[src/rtl/msrv32_pkg.sv]
// Shared RV32 writeback definitions: register-file geometry and WB mux select encodings.
package msrv32_pkg;

  localparam int unsigned XLEN       = 32;
  localparam int unsigned NREGS      = 32;
  localparam int unsigned REG_ADDR_W = 5;

  // Writeback source select, common to the WB mux and the register file
  typedef enum logic [2:0] {
    WB_ALU        = 3'b000,
    WB_LU         = 3'b001,
    WB_IMM        = 3'b010,
    WB_IADDER_OUT = 3'b011,
    WB_CSR        = 3'b100,
    WB_PC_PLUS    = 3'b101
  } wb_sel_e;

endpackage

[src/rtl/msrv32_rf_read_port.sv]
// One combinational register-file read port: x0 zeroing, reset gating and,
// with MSRV32_RF_BYPASS_EN defined, a write-first bypass from the writeback data.
module msrv32_rf_read_port
  import msrv32_pkg::*;
#(
  parameter int unsigned DATA_W = msrv32_pkg::XLEN,
  parameter int unsigned DEPTH  = msrv32_pkg::NREGS
) (
  input  logic                  rst_in,
  input  logic                  commit_in,
  input  logic [REG_ADDR_W-1:0] rd_addr_in,
  input  logic [DATA_W-1:0]     rd_in,
  input  logic [DATA_W-1:0]     regs_in [DEPTH],
  input  logic [REG_ADDR_W-1:0] rs_addr_in,
  output logic [DATA_W-1:0]     rs_out
);

`ifdef MSRV32_RF_BYPASS_EN
  always_comb begin
    rs_out = '0;
    if (!rst_in && (rs_addr_in != '0)) begin
      if (commit_in && (rs_addr_in == rd_addr_in)) begin
        rs_out = rd_in;
      end else begin
        rs_out = regs_in[rs_addr_in];
      end
    end
  end
`else
  logic unused_bypass;
  assign unused_bypass = ^{commit_in, rd_addr_in, rd_in};

  always_comb begin
    rs_out = '0;
    if (!rst_in && (rs_addr_in != '0)) begin
      rs_out = regs_in[rs_addr_in];
    end
  end
`endif

endmodule

[src/rtl/msrv32_wb_reg_file.sv]
// 32x32 integer register file with committed-write counter.
// Optional same-cycle bypass is enabled by defining MSRV32_RF_BYPASS_EN.
module msrv32_wb_reg_file
  import msrv32_pkg::*;
#(
  parameter int unsigned XLEN  = msrv32_pkg::XLEN,
  parameter int unsigned NREGS = msrv32_pkg::NREGS,
  parameter int unsigned CNT_W = 32
) (
  input  logic                  clk_in,
  input  logic                  rst_in,
  input  logic                  wr_en_in,
  input  logic                  flush_in,
  input  logic [REG_ADDR_W-1:0] rd_addr_in,
  input  logic [XLEN-1:0]       rd_in,
  input  logic [REG_ADDR_W-1:0] rs_1_addr_in,
  input  logic [REG_ADDR_W-1:0] rs_2_addr_in,
  output logic [XLEN-1:0]       rs_1_out,
  output logic [XLEN-1:0]       rs_2_out,
  output logic [CNT_W-1:0]      wr_count_out
);

  logic [XLEN-1:0]  regs_q [NREGS];
  logic [CNT_W-1:0] cnt_q;
  logic [CNT_W-1:0] cnt_d;
  logic             commit;

  assign commit = wr_en_in & ~flush_in & ~rst_in & (rd_addr_in != '0);
  assign cnt_d  = cnt_q + CNT_W'(1);

  // Reset wins over a concurrent write; the counter wraps naturally.
  always_ff @(posedge clk_in) begin
    if (rst_in) begin
      for (int unsigned i = 0; i < NREGS; i++) begin
        regs_q[i] <= '0;
      end
      cnt_q <= '0;
    end else if (commit) begin
      regs_q[rd_addr_in] <= rd_in;
      cnt_q              <= cnt_d;
    end
  end

  assign wr_count_out = cnt_q;

  msrv32_rf_read_port #(
    .DATA_W (XLEN),
    .DEPTH  (NREGS)
  ) u_rd_port_1 (
    .rst_in     (rst_in),
    .commit_in  (commit),
    .rd_addr_in (rd_addr_in),
    .rd_in      (rd_in),
    .regs_in    (regs_q),
    .rs_addr_in (rs_1_addr_in),
    .rs_out     (rs_1_out)
  );

  msrv32_rf_read_port #(
    .DATA_W (XLEN),
    .DEPTH  (NREGS)
  ) u_rd_port_2 (
    .rst_in     (rst_in),
    .commit_in  (commit),
    .rd_addr_in (rd_addr_in),
    .rd_in      (rd_in),
    .regs_in    (regs_q),
    .rs_addr_in (rs_2_addr_in),
    .rs_out     (rs_2_out)
  );

endmodule

[config.mk]
export PLATFORM = sky130hd
export DESIGN_NAME = msrv32_wb_reg_file
export DESIGN_NICKNAME = d
export VERILOG_FILES = /design/src/rtl/msrv32_pkg.sv /design/src/rtl/msrv32_rf_read_port.sv /design/src/rtl/msrv32_wb_reg_file.sv
export SDC_FILE = /design/constraint.sdc
export NUM_CORES = 2
export LEC_CHECK = 0
export CAP_MARGIN = 20
export CORE_MARGIN = 5
export CORE_UTILIZATION = 50
export CTS_CLUSTER_SIZE = 20
export DETAILED_ROUTE_END_ITERATION = 8
export DONT_BUFFER_PORTS = 1
export REMOVE_ABC_BUFFERS = 1
export SYNTH_ARGS = -nofsm -noshare
export SYNTH_HDL_FRONTEND = slang
export SYNTH_SLANG_ARGS = --single-unit
[constraint.sdc]
create_clock -name clk_in -period 8.6 [get_ports clk_in]
set_clock_uncertainty 0.2 [all_clocks]
set_input_delay 1.72 -clock clk_in [delete_from_list [all_inputs] [get_ports clk_in]]
set_output_delay 1.72 -clock clk_in [all_outputs]
set_load 0.01 [all_outputs]
==> impl_metrics.json <==
{
  "slowest_stage": "nor2_4",
  "grt_pass1_wl_mm": 314,
  "max_freq_mhz": 139,
  "timing.critical_path.mode_cell": "buf_16",
  "cp_data_arrival_time_ns": 5.25,
  "seq_area_frac_synth": 0.400,
  "p_leak_nw": 19.0,
  "drc": 0,
  "drtIter0Drc": 7186,
  "p_clk_frac": 0.478,
  "power.density_mw_per_mm2": 182,
  "die_h_um": 335,
  "path_clk_slew_ns": 0.06,
  "dp_hpwl_mm": 118,
  "coreArea_mm2": 0.105,
  "internal_power_mw": 7.96,
  "cp-end-kind": "primary output",
  "place_congestion": 0.903,
  "yosys.area.top_type": "dfxtp_1",
  "finalPower_mw": 10.4,
  "initial_core_util": 0.502,
  "finalNetCount": 6065,
  "wirelength_met1_mm": 85.1,
  "wl_met2_mm": 95.1,
  "cts.sinks": 1056,
  "finalMaxSlewViolations": 0,
  "drive_above_1_share": 0.103,
  "cp.depth": 8,
  "antennaDiodeCount": 0,
  "clock_path_buffers": 3,
  "top_layer": "met4",
  "antenna_found_initial": 1,
  "wl_per_cell_um": 29.2,
  "synthCells": 6436,
  "power.switching_mw": 2.42,
  "yosysWarnings": 0,
  "grt.total_usage": 0.373,
  "synth_flop_cell": "dfxtp_1",
  "drtAntennaViolNets": 0,
  "cp_max_fo": 244,
  "clk_latency_ns": 0.71,
  "cp.required_ns": 6.68,
  "die_area_mm2": 0.112,
  "synth_edf_count": 0,
  "pwr-share-seq": 0.473,
  "maxCapViolCount": 0,
  "setup_viol": 0,
  "io_buffers": 0,
  "crit_buf_inv": 3,
  "synth_seq_cells": 1056,
  "vdd_drop_max_mv": 0.143,
  "via_per_inst": 6.52,
  "rsz0062_at_grt": "no",
  "synth_top_area_frac": 0.400,
  "wl_mm": 219,
  "status": "completed",
  "placementRows": 119,
  "crit_chain": "buf_16 > buf_16 > nor3_1 > o31ai_1 > nor2_4 > buf_4 > a221oi_1 > nand3_1",
  "max_slew.worst_pin.slew_ns": 1.33,
  "grt_start_max_net_pins": 1068,
  "yosysMostFrequentCell": "nand2_1",
  "final_area_mm2": 0.0570,
  "post_cts_resized": 0,
  "fillCellCount": 9769,
  "area_growth_syn_to_layout_pct": 7.87,
  "synth_common_cells": "nand2_1, a21oi_1, dfxtp_1",
  "timing.final.crit_share": 0.834,
  "dp_slack_ns": 2.33,
  "swShare": 0.233,
  "cts_hold_repair.buffers": 0,
  "r2r_cells": 5,
  "cp-start-kind": "input port",
  "cts_tree": "yes",
  "synthTopCellsByArea": "dfxtp_1, nand2_1, a21oi_1",
  "gr-total-overflow": 0,
  "htree_levels": 3,
  "ys_async_sr_fraction": 0,
  "postPlaceCellArea_mm2": 0.0531,
  "critPathMaxStageDelay_ns": 0.92,
  "cts_setup_buffers": 0,
  "min_path_cells": 2,
  "power_frac_comb": 0.048,
  "relSlewSlack": 0.112,
  "numCtsBuffers": 115,
  "critPathTopFamily": "simple AND/OR/NAND/NOR gates",
  "critical_path_class": "input port to primary output",
  "tns_ns": 0,
  "dieWidth_um": 335,
  "holdWs_ns": 0.266,
  "hold_viol": 0,
  "grt_pass1_vias": 45100,
  "r2r_setup_slack_ns": 6.09,
  "syn-cell-area_mm2": 0.0528,
  "cts-root-buf": "clkbuf_16",
  "ys_types": 45,
  "pin_count": 147,
  "setup_ws_ns": 1.43,
  "vias": 48900,
  "hp-class": "register to register",
  "dr_wl_met3_mm": 24.6,
  "fin_crit_ns": 7.17,
  "first_pass_iters": 8,
  "synth_area_per_cell_um2": 8.21
}
-- sequential cells by signal (all words and copies together) (netlist names) --
register,cells
regs_q,1024
wr_count_out,32
-- worst reg2reg max path, delay by kind of cell, from the launching register on --
kind	cells	cell delay, ns
AND/OR/NAND/NOR	4	1.63
flip-flops	1	0.48
AO/OA/AOI/OAI	1	0.13
-- cell type report --
cell class                      count  area, µm²  share of cell area
Inverter                            4       15.0            0.000264
Sequential cell                  1056      21100               0.371
Clock buffer                      185       3480              0.0611
Clock inverter                     26        238             0.00417
Tap cell                         1391       1740              0.0305
Timing Repair Buffer               96        798              0.0140
Multi-Input combinational cell   4740      29600               0.519
-- worst paths after layout --
path / start / endpoint
worst max register to register: wr_count_out[2] / wr_count_out[31]
worst max-delay path: rst_in / rs_2_out[8]
worst min-delay path: regs_q[672] / regs_q[672]
worst min register to register: regs_q[672] / regs_q[672]
-- routing by layer --
layer  up-vias  global-route usage
met5         -                   0
met2      3008               0.560
met1     23700               0.501
li1      21500                   -
met3       683              0.0823
met4         0               0.204
-- through the flow --
step,instances,util
finish,7498,0.542
floorplan,5800,-
CTS,7494,0.541
global route,7498,0.542
global placement,7282,0.506
detailed placement,7283,0.506
-- power by group through the flow --
| stage | Clock [mW] | Combinational [mW] | Sequential, mW |
|---|---|---|---|
| final | 4.97 | 0.503 | 4.91 |
| after global placement | 0 | 0.401 | 5.02 |
| after global routing | 5.19 | 0.507 | 4.91 |
| after floorplan | 0 | 0.263 | 5.02 |
| after CTS | 4.99 | 0.406 | 4.91 |
| after detailed placement | 0 | 0.405 | 5.02 |
-- cell families after synthesis --
family,share of synthesized area
compound gates,0.155
xor+xnor,0.00415
fa+ha+maj,0.000237
buf+inv,0.0480
flops,0.400
mux,0.199
simple gates,0.193
-- placed cells by master, fill, tap and decap left out, types with 3 or more instances in the layout --
master / n
a2111oi_0: 21
a211oi_1: 33
a21oi_1: 1068
a221oi_1: 23
a22oi_1: 268
and2_2: 6
and3_1: 32
buf_16: 4
buf_4: 91
bufinv_16: 4
clkbuf_1: 38
clkbuf_16: 117
clkbuf_8: 30
clkinv_2: 20
dfxtp_1: 1056
inv_1: 4
mux2_2: 42
mux2i_1: 508
mux4_2: 220
nand2_1: 2032
nand2_2: 30
nand2b_1: 3
nand3_1: 155
nand3b_1: 3
nand4_1: 60
nor2_1: 29
nor2_4: 33
nor2b_1: 67
nor2b_4: 5
nor3_1: 8
nor3b_2: 5
o21ai_0: 5
o22ai_1: 21
o31ai_1: 3
or3_1: 6
or3b_2: 3
xnor2_1: 3
xor2_1: 22
No activity file was read; power rests on OpenSTA's default activity.
